### src/rtl/pov_lsr_bank.sv
// pov_lsr_bank: CH-channel WIDTH-bit load/shift register bank for the POV LED
// column driver. Manual load/shift in IDLE, or a paced autonomous burst of
// WIDTH shifts (one every DIV cycles) with busy/done handshake.
// Optional feature macro: LSR_ROTATE_EN (circular rotate instead of zero fill).
module pov_lsr_bank #(
    parameter int unsigned WIDTH = 5,
    parameter int unsigned CH    = 3,
    parameter int unsigned DIV   = 4
) (
    input  logic                  clk,
    input  logic                  rst,
    input  logic                  start,
    input  logic                  load,
    input  logic                  shift,
    input  logic                  dir,
    input  logic                  rotate,
    input  logic [CH*WIDTH-1:0]   pattern,
    output logic [CH*WIDTH-1:0]   out,
    output logic [CH-1:0]         lsb,
    output logic                  busy,
    output logic                  done
);

    localparam int unsigned SW = ($clog2(WIDTH + 1) > 0) ? $clog2(WIDTH + 1) : 1;
    localparam int unsigned DW = (DIV > 1) ? $clog2(DIV) : 1;

    typedef enum logic [1:0] {IDLE, RUN, DONE} state_t;

    state_t                state_q, state_d;
    logic [SW-1:0]         step_q, step_d;
    logic [DW-1:0]         div_q, div_d;
    logic                  dir_q, dir_d;
    logic [CH*WIDTH-1:0]   regs_d;
    logic                  busy_d, done_d;
    logic                  rot_live, rot_run;

`ifdef LSR_ROTATE_EN
    logic rot_q, rot_d;
    assign rot_live = rotate;
    assign rot_run  = rot_q;
`else
    // rotate kept only for pin compatibility; fill is always zero
    logic unused_rotate;
    assign unused_rotate = rotate;
    assign rot_live      = 1'b0;
    assign rot_run       = 1'b0;
`endif

    // Shift every channel one place; rot selects circular vs zero fill
    function automatic logic [CH*WIDTH-1:0] shift_all(
        input logic [CH*WIDTH-1:0] r,
        input logic                d,
        input logic                rot
    );
        logic [CH*WIDTH-1:0] res;
        logic [WIDTH-1:0]    ch;
        res = '0;
        for (int k = 0; k < int'(CH); k++) begin
            ch = r[k*WIDTH +: WIDTH];
            if (d) ch = {ch[WIDTH-2:0], rot & ch[WIDTH-1]};
            else   ch = {rot & ch[0], ch[WIDTH-1:1]};
            res[k*WIDTH +: WIDTH] = ch;
        end
        return res;
    endfunction

    // Next-state and datapath decode
    always_comb begin
        state_d = state_q;
        regs_d  = out;
        step_d  = step_q;
        div_d   = div_q;
        dir_d   = dir_q;
`ifdef LSR_ROTATE_EN
        rot_d   = rot_q;
`endif
        busy_d  = 1'b0;
        done_d  = 1'b0;
        case (state_q)
            IDLE: begin
                if (start) begin
                    regs_d  = pattern;
                    dir_d   = dir;
`ifdef LSR_ROTATE_EN
                    rot_d   = rotate;
`endif
                    step_d  = '0;
                    div_d   = '0;
                    state_d = RUN;
                end else if (load) begin
                    regs_d = pattern;
                end else if (shift) begin
                    regs_d = shift_all(out, dir, rot_live);
                end
            end
            RUN: begin
                if (div_q == DW'(DIV - 1)) begin
                    div_d  = '0;
                    regs_d = shift_all(out, dir_q, rot_run);
                    step_d = step_q + SW'(1);
                    if (step_q == SW'(WIDTH - 1)) state_d = DONE;
                end else begin
                    div_d = div_q + DW'(1);
                end
            end
            DONE: state_d = IDLE;
            default: state_d = IDLE;
        endcase
        busy_d = (state_d == RUN);
        done_d = (state_d == DONE);
    end

    // Exit bit per channel; direction follows the live input only when idle
    always_comb begin
        logic dir_sel;
        dir_sel = (state_q == IDLE) ? dir : dir_q;
        lsb     = '0;
        for (int k = 0; k < int'(CH); k++) begin
            lsb[k] = dir_sel ? out[k*WIDTH + WIDTH - 1] : out[k*WIDTH];
        end
    end

    // State and datapath registers with synchronous reset
    always_ff @(posedge clk) begin
        if (rst) begin
            state_q <= IDLE;
            out     <= '0;
            step_q  <= '0;
            div_q   <= '0;
            dir_q   <= 1'b0;
`ifdef LSR_ROTATE_EN
            rot_q   <= 1'b0;
`endif
            busy    <= 1'b0;
            done    <= 1'b0;
        end else begin
            state_q <= state_d;
            out     <= regs_d;
            step_q  <= step_d;
            div_q   <= div_d;
            dir_q   <= dir_d;
`ifdef LSR_ROTATE_EN
            rot_q   <= rot_d;
`endif
            busy    <= busy_d;
            done    <= done_d;
        end
    end

endmodule

### config.mk
export PLATFORM = sky130hd
export DESIGN_NAME = pov_lsr_bank
export DESIGN_NICKNAME = d
export VERILOG_FILES = /design/src/rtl/pov_lsr_bank.sv
export SDC_FILE = /design/constraint.sdc
export NUM_CORES = 1
export LEC_CHECK = 0
export ABC_AREA = 1
export CAP_MARGIN = 10
export CORE_UTILIZATION = 49
export DETAILED_ROUTE_END_ITERATION = 12
export PLACE_DENSITY = 0.8
export RECOVER_POWER = 50
export SLEW_MARGIN = 20
export SYNTH_ARGS = -nofsm -noshare
export SYNTH_HDL_FRONTEND = slang
export SYNTH_SLANG_ARGS = --single-unit
### constraint.sdc
create_clock -name clk -period 1.4 [get_ports clk]
set_input_delay 0.28 -clock clk [delete_from_list [all_inputs] [get_ports clk]]
set_output_delay 0.28 -clock clk [all_outputs]
set_load 0.01 [all_outputs]
== Yosys cells after proc, flatten, opt, wreduce, memory -nomap -nowiden ==
Index checks and enable logic that the tools add are counted.
Cells by class
  $add $sub $neg: 2
  multiply operators: 0
  div/mod/pow operators: 0
  $lt $le $gt $ge: 0
  equal/unequal tests: 8
  shift operators: 0
  multiplexer cells: 25
  bitwise gates (word level): 0
  reductions and logical operators: 6
Operator list (number)
  2-to-1 mux 15 bit: 4
  2-to-1 mux 5 bit: 6
  one-hot mux 15 bit (2 select lines): 1
  2-to-1 mux 2 bit: 5
  one-hot mux 2 bit (2 select lines): 2
  2-to-1 mux 3 bit: 2
  one-hot mux 3 bit (2 select lines): 1
  AND reduction 3 bit: 2
  equality test 2 x 1 -> 1 bit (second input constant): 2
  equality test 2 bit (second input constant): 2
  2-to-1 mux 1 bit: 4
  inequality test 2 bit (second input constant): 2
  inequality test 4 bit (second input constant): 1
  AND reduction 2 bit: 2
  adder 3 x 1 -> 3 bit (second input constant): 1
  equality test 3 bit (second input constant): 1
  adder 2 x 1 -> 2 bit (second input constant): 1
  zero test 2 bit: 1
  nonzero test 2 bit: 1
Storage, ports and cells
  flip-flop bits (word level): 25
  latch bits: 0
  RAM bits: 0
  ROM bits: 0
  bits of input ports: 22
  output and inout bits: 20
  logic and storage cells: 48
  memories kept: 0

== Depth between registers and ports, before layout ==
Gate-level depths: netlist of run 1.
  word-level depth: 5
  depth in mapped cells: 10
  gate-level depth less buffers: 9

== Worst setup path after synthesis of run 1 ==
No wires, ideal clock.
  path type: reg2out
  start point: register state_q[1]
  end point: output port lsb[0]
  arrival: 0.929 ns
  required time: 1.120 ns
  slack: 0.191 ns
  cell stages (with the launch flop): 4
  path buffers: 0
  path through: dfxtp_1 > nor2_2 > o21ai_1 > o21ai_0
On the way
  longest elaborated chain between the ends: 3
Ends and longest elaborated chain
  from (decl): line 29  | state_t state_q, state_d;
  from (signal assigned): line 137  | state_q <= state_d;
  zero test 2 bit: line 116  | dir_sel = (state_q == IDLE) ? dir : dir_q;
  2-to-1 mux 1 bit: line 116
  2-to-1 mux 1 bit: line 119  | lsb[k] = dir_sel ? out[k*WIDTH + WIDTH - 1] : out[k*WIDTH];
  to (decl): line 19  | output logic [CH-1:0] lsb,
Every way passes these cells.

== Final worst setup path of run 1 ==
  start point: register state_q[0]
  end point: output port lsb[1]
Same word-level chain as after synthesis.

==> results of run 1 <==
==> metal layers <==
layer	vias to the layer above	wire, microns	share of wire (%)	track usage [%]
met4	0	93	1.8	14.0
met2	116	2500	49	49.6
li1	1037	-	-	-
met1	890	2110	41	37.9
met3	15	393	7.7	3.62
met5	-	0	0	0
==> timing repair <==
item	in CTS	in global routing
pin swaps	1	1
setup buffers	3	4
setup endpoints to repair	20	16
gates resized for setup	49	12
==> layout make-up <==
class | count | area share [%]
inverter | 51 | 8.20
sequential | 25 | 21.7
multi-input combinational | 201 | 39.6
clock buffer | 4 | 1.10
tap | 44 | 2.31
timing repair buffer | 75 | 27.2
==> metrics by stage <==
| step | hold WS, ns | setup TNS, ns | instances | total power, mW |
|---|---|---|---|---|
| floorplan | 0.349 | 0 | 290 | 1.30 |
| global placement | 0.450 | -4.69 | 389 | 1.70 |
| detailed placement | 0.455 | -5.07 | 389 | 1.71 |
| CTS | 0.472 | -0.593 | 396 | 2.04 |
| global route | 0.502 | -2.16 | 400 | 2.20 |
| finish | 0.497 | -0.802 | 400 | 2.07 |
==> state kept, by name (all words and copies together) (netlist names) <==
| register | count |
|---|---|
| done | 1 |
| div_q | 2 |
| dir_q | 1 |
| busy | 1 |
| state_q | 2 |
| step_q | 3 |
| out | 15 |
==> placed cells by master, fill, tap and decap left out, drive strengths merged <==
cell and count:
nor3 2, nand2 91, nand3 42, dlygate4sd2 14, inv 50, a21oi 4
clkdlybuf4s50 20, nor2 30, o22ai 1, o211ai 9, clkbuf 7, o21ai 19
dfxtp 25, ha 3, buf 36, clkdlybuf4s15 2, clkinvlp 1
==> synth_stat cells <==
master and count:
clkbuf_1 5, buf_4 2, nor3_1 2, nand3_1 42, o21ai_1 8, buf_2 5, a21oi_1 4, o22ai_1 1
o211ai_1 9, o21ai_0 11, buf_6 1, ha_1 3, dfxtp_1 25, nor2_2 2, nand2_2 3, inv_2 3
inv_1 48, nand2_1 88, nor2_1 28
==> how the worst min path moves through the flow <==
stage / startpoint / to / slack [ns] / cells after the start
floorplan: rst / step_q[1]$_SDFFE_PP0P_ / 0.35 / 1
global placement: div_q[0]$_SDFFE_PP0P_ / div_q[0]$_SDFFE_PP0P_ / 0.45 / 1
detailed placement: div_q[0]$_SDFFE_PP0P_ / div_q[0]$_SDFFE_PP0P_ / 0.46 / 1
CTS: div_q[0]$_SDFFE_PP0P_ / div_q[0]$_SDFFE_PP0P_ / 0.47 / 1
global route: div_q[0]$_SDFFE_PP0P_ / div_q[0]$_SDFFE_PP0P_ / 0.50 / 1
finish: div_q[0]$_SDFFE_PP0P_ / div_q[0]$_SDFFE_PP0P_ / 0.50 / 1
==> cells by family (layout without fill, tap and decap cells) <==
kind of cell | Yosys count | in the layout | synth area share, %
adders and majority gates | 3 | 3 | 2.24
AOI/OAI and AO/OA | 33 | 33 | 11.3
buffers and inverters | 64 | 130 | 15.6
and+or+nand+nor | 165 | 165 | 41.0
DFF | 25 | 25 | 29.9
==> where the power goes <==
part	switching [mW]	internal [mW]	leakage, nW	total (mW)
Clock	0.244	0.112	0.0150	0.356
Combinational	0.466	0.395	1.08	0.861
Sequential	0.0575	0.790	0.209	0.848
==> worst register-to-register path, stage by stage, from the launching register on <==
cell and delay (ns):
dfxtp_1 0.43, buf_6 0.20, clkinvlp_4 0.21, buf_4 0.20
o211ai_1 0.15, nand3_1 0.10, nand2_1 0.07, inv_1 0.03
==> qor.log, run 1 <==
[timing] Rel. slew slack 81.8%
[critical_path] endpoint required time on the critical path 1.12 ns
[worst_hold_path] path category of the worst min-delay check reg -> reg
[placed_design] placement-stage cell area 2300 sq um
[floorplan] die footprint 3660 sq um
[yosys] count of yosys warnings during synthesis 0
[yosys] most area-hungry cell type in the Yosys netlist dfxtp_1
[power_and_ir_drop] Leak Pwr 1.30 nW
[floorplan] height of the chip 60.5 microns
[clock_network] CTS tree yes
[detailed_routing] average wire length per cell after detail routing 12.7 microns
[detailed_routing] number of detailed-routing iterations run before antenna repair 5
[critical_path] crit path kind reg -> out
[cells_and_area] area taken by flip-flops and latches 515 sq um
[clock_network] clock buffer count from CTS 3
[grt] number of global-route vias before repair 1,799
[clock_network] clock latency reported for the late side of the worst-skew pair 0.34 ns
[timing] Final Cycle Share 115%
[critical_path] count of buffer and inverter cells on the critical path 1
[critical_path] critical path arrival 1.34 ns
[grt] pin count of the biggest net entering global routing 21
[timing] maximum clock frequency 0.619 GHz
[yosys] Yosys cell types 19
[placed_design] quantity of I/O buffers inserted on ports 40
[grt] overall overflow remaining after global route 0
[placed_design] DP Wirelength 3.40 mm
[critical_path] series of cell instances along the critical path nor2_4 -> nand2_2 -> o21ai_4 -> nand2_1 -> o21ai_0 -> buf_2
[grt] first-pass GRT wire length 8.03 mm
[critical_path] critical-path cell with the highest stage delay dfxtp_2
[grt] antenna violations before repair 0
[cells_and_area] Post-Route Utilization 75.5%
[timing] transition time at the pin with the least slew margin 0.273 ns
[critical_path] startpoint class of the critical path flip-flop
[cells_and_area] synthesis-to-finish area growth 42.1%
[detailed_routing] number of nets with antenna violations after routing 0
[detailed_routing] detail-routed via count per cell 5.15
[critical_path] beginning of the worst register-to-register path dir_q$_SDFFE_PP0P_
[floorplan] Die Width 60.5 microns
[clock_network] maximum clock insertion buffer count 2
[clock_network] number of hold-repair buffers added at the cts stage 0
[timing] max-slew violation total from the final report 0
[critical_path] reg2reg end out[6]$_SDFFE_PP0P_
[yosys] post-synth top area share 29.9%
[critical_path] cell type group with the largest total delay on the critical path flip-flops
[critical_path] start point of the critical path state_q[0]$_SDFF_PP0_
[placed_design] Final GP Congestion 0.831
[critical_path] critical path's largest stage delay 0.36 ns
[floorplan] Initial Util 53.1%
[critical_path] largest fanout of any net on the critical path 6
[floorplan] Core Box Area 3150 sq um
[clock_network] H-tree depth reported by CTS 1
[yosys] flip-flop and latch count after synthesis 25
[placed_design] Post-Place Setup Slack -0.649 ns
[detailed_routing] DRC violation total after the first TritonRoute iteration 110
[power_and_ir_drop] highest ir drop seen on vdd 444 uV
[timing] number of setup violations in the final report 8
[yosys] proportion of synthesized chip area in sequential cells 29.9%
[detailed_routing] detailed-route wire length 5.09 mm
[yosys] post-synth net total 315
[yosys] cell area after synthesis 1680 sq um
[cells_and_area] layout cells sized above 1 17.4%
[critical_path] reg-to-reg setup timing slack -0.06 ns
[timing] Final Critical Period 1.62 ns
[clock_network] CTS sink count 25
[cells_and_area] antenna diode instance count 0
[cells_and_area] final design area excluding fillers 2380 sq um
[yosys] Avg Synthesized Cell Area 5.78 sq um
[yosys] synthesized instance count 290
[clock_network] root buffer cell clkbuf_4
[cells_and_area] Layout Nets 382
[cells_and_area] fill cell instance count of the final layout 280
[power_and_ir_drop] PD cells 867 nW/um^2
[clock_network] Clock Pin Slew Worst Setup and Hold Paths 0.14 ns
[critical_path] type of element capturing the critical path output pin
[grt] global router's overall resource usage 29.6%
[timing] Max Clock Skew 0.00309 ns
[cells_and_area] Multi-input gate area 942 sq um
[flow_run] Max-Cap Viols 0
[critical_path] destination of the critical timing path lsb[1]
[yosys] leading post-synthesis cells by cell area dfxtp_1 30%, nand2_1 20%, nand3_1 13%
[timing] Final Hold Fails 0
[outcome] result of the run complete, but fails checks
[detailed_routing] count of unresolved DRC violations after routing 0
[detailed_routing] number of vias in the routed layout 2,058
[timing] setup repair after global routing missed its margin yes
[timing] setup slack after layout -0.217 ns
[critical_path] number of cell instances on the worst register-to-register path 7
[critical_path] Crit path depth 6
[floorplan] row cnt 20
[outcome] violations in the final reports setup timing
[floorplan] Boundary Pins 42
No activity file was read; power rests on OpenSTA's default activity.
==> inputs of run 2 (changes only) <==
Settings changed: CELL_PAD_IN_SITES_DETAIL_PLACEMENT from default to 1, CELL_PAD_IN_SITES_GLOBAL_PLACEMENT from default to 1, CORE_UTILIZATION 49 to 33, PLACE_DENSITY 0.8 to default, PLACE_DENSITY_LB_ADDON from default to 0.1.
==> qor.log, run 2 (synthesized netlist as in run 1, its figures left out) <==
[power_and_ir_drop] fraction of power spent switching nets 38.0%
[floorplan] height of the chip 73.3 microns
[floorplan] Core Box Area 4820 sq um
[clock_network] root buffer cell clkbuf_8
[critical_path] crit path kind reg -> out
[floorplan] die footprint 5370 sq um
[timing] Final Cycle Share 120%
[placed_design] DP Wirelength 4.33 mm
[detailed_routing] met3 WL 235 microns
[cells_and_area] layout cells sized above 1 21.3%
[power_and_ir_drop] power share of the combinational group 43.6%
[grt] first-pass GRT wire length 9.81 mm
[clock_network] H-tree depth reported by CTS 1
[timing] Rel. slew slack 78.5%
[timing] max-slew violation total from the final report 0
[clock_network] Clock Pin Slew Worst Setup and Hold Paths 0.10 ns
[grt] number of global-route vias before repair 2,040
[placed_design] Final GP Congestion 0.807
[flow_run] Max-Cap Viols 0
[timing] number of setup violations in the final report 5
[outcome] violations in the final reports setup timing
[placed_design] quantity of I/O buffers inserted on ports 40
[grt] overall overflow remaining after global route 0
[timing] Final Hold Fails 0
[clock_network] maximum clock insertion buffer count 2
[floorplan] Die Width 73.3 microns
[cells_and_area] Layout Nets 383
[cells_and_area] flip-flop count of the largest register, all copies and words added 15
[cells_and_area] commonest non-fill, non-tap cell in the layout nand2_1
[clock_network] clock buffer count from CTS 3
[floorplan] Initial Util 34.8%
[cells_and_area] synthesis-to-finish area growth 57.4%
[grt] global router's overall resource usage 24.4%
[critical_path] type of element capturing the critical path output pin
[timing] transition time at the pin with the least slew margin 0.322 ns
[outcome] result of the run complete, but fails checks
[grt] pin count of the biggest net entering global routing 22
[critical_path] critical path arrival 1.40 ns
[floorplan] Boundary Pins 42
[critical_path] largest fanout of any net on the critical path 6
[timing] Max Clock Skew 0.00540 ns
[detailed_routing] number of detailed-routing iterations run before antenna repair 4
[timing] Final Critical Period 1.68 ns
[cells_and_area] commonest cells after routing, fill and taps aside 82 x nand2_1, 46 x inv_1, 40 x nand3_1
[cells_and_area] Post-Route Utilization 54.8%
[detailed_routing] routed wl met2 3.77 mm
[detailed_routing] uppermost signal routing layer after detailed routing met4
[detailed_routing] number of vias in the routed layout 2,132
[detailed_routing] detailed-route wire length 6.98 mm
[power_and_ir_drop] PD cells 897 nW/um^2
[power_and_ir_drop] clock network fraction of total power 20.3%
[timing] setup repair after global routing missed its margin yes
[cells_and_area] antenna diode instance count 0
[power_and_ir_drop] Leak Pwr 1.40 nW
[power_and_ir_drop] internal power summed over all cells 1.47 mW
[timing] sum of negative setup slack -0.758 ns
[power_and_ir_drop] Reg power frac 36.1%
[detailed_routing] average wire length per cell after detail routing 16.5 microns
[placed_design] Post-Place Setup Slack -0.787 ns
[detailed_routing] detail-routed via count per cell 5.03
[cells_and_area] register with the most flip-flops out
[clock_network] CTS sink count 25
[detailed_routing] DRC violation total after the first TritonRoute iteration 132
[clock_network] clock latency reported for the late side of the worst-skew pair 0.29 ns
[clock_network] CTS tree yes
[timing] maximum clock frequency 0.596 GHz
[cells_and_area] top flop regs out x15, step_q x3
[floorplan] row cnt 25
[power_and_ir_drop] highest ir drop seen on vdd 370 uV
[timing] setup slack after layout -0.278 ns
[critical_path] startpoint class of the critical path flip-flop
[critical_path] endpoint required time on the critical path 1.12 ns
[grt] antenna violations before repair 0
[detailed_routing] number of nets with antenna violations after routing 0
[power_and_ir_drop] net load switching power 0.898 mW
[worst_hold_path] path category of the worst min-delay check in -> reg
[detailed_routing] count of unresolved DRC violations after routing 0
[detailed_routing] routed length on met1 2.91 mm
==> run 2: metrics by stage <==
stage	hold slack, ns	total power [mW]	instances	instance area, sq um
5_1_grt	0.513	2.51	424	2640
4_1_cts	0.486	2.24	419	2440
3_5_place_dp	0.464	1.77	412	2350
3_3_place_gp	0.443	1.74	412	2350
6_report	0.472	2.36	424	2640
2_1_floorplan	0.349	1.30	290	1680
==> run 2: path summary, 6_finish.rpt <==
check                    startpoint                endpoint  slack [ns]  cells after the start
min                           start         busy$_SDFF_PP0_        0.47                      4
max reg2reg   div_q[0]$_SDFFE_PP0P_    out[14]$_SDFFE_PP0P_       -0.04                      7
max           state_q[1]$_SDFF_PP0_                  lsb[2]       -0.28                      6
min reg2reg  step_q[0]$_SDFFE_PP0P_  step_q[0]$_SDFFE_PP0P_        0.51                      1
==> run 2: area by class of cell <==
class | count | area, sq um
clock buffers | 3 | 41.3
clock inverters | 1 | 5.00
fillers | 664 | 2180
inverters | 51 | 200
multi-input cells | 201 | 1020
flip-flops and latches | 25 | 514
well taps | 67 | 83.8
repair buffers | 76 | 772
==> run 2: repair_timing <==
action	4_1_cts	5_1_grt
gates cloned	0	3
setup buffers	3	5
pin swaps	3	9
resized for setup	55	32
endpoints found under the setup margin	21	19
hold buffers	0	0
==> run 2: metal layers <==
metal	vias to the layer above	track usage, %
met2	45	44.4
met4	0	6.54
li1	1039	-
met1	1042	30.7
met5	-	0
met3	6	2.06
==> run 2: power by group through the flow <==
stage / Combinational [mW] / Clock, mW / Sequential (mW)
6_report: 1.03 / 0.481 / 0.854
5_1_grt: 1.12 / 0.519 / 0.865
4_1_cts: 0.903 / 0.483 / 0.852
3_5_place_dp: 0.906 / 0 / 0.860
3_3_place_gp: 0.882 / 0 / 0.857
2_1_floorplan: 0.408 / 0 / 0.892
==> run 2: worst max-delay path, cell delays in order (launching register included) <==
cell and delay, ns:
dfxtp_2 0.35, nor2_4 0.16, nand2_2 0.09, o21ai_4 0.12, nand2_1 0.12, o21ai_1 0.11
buf_2 0.16
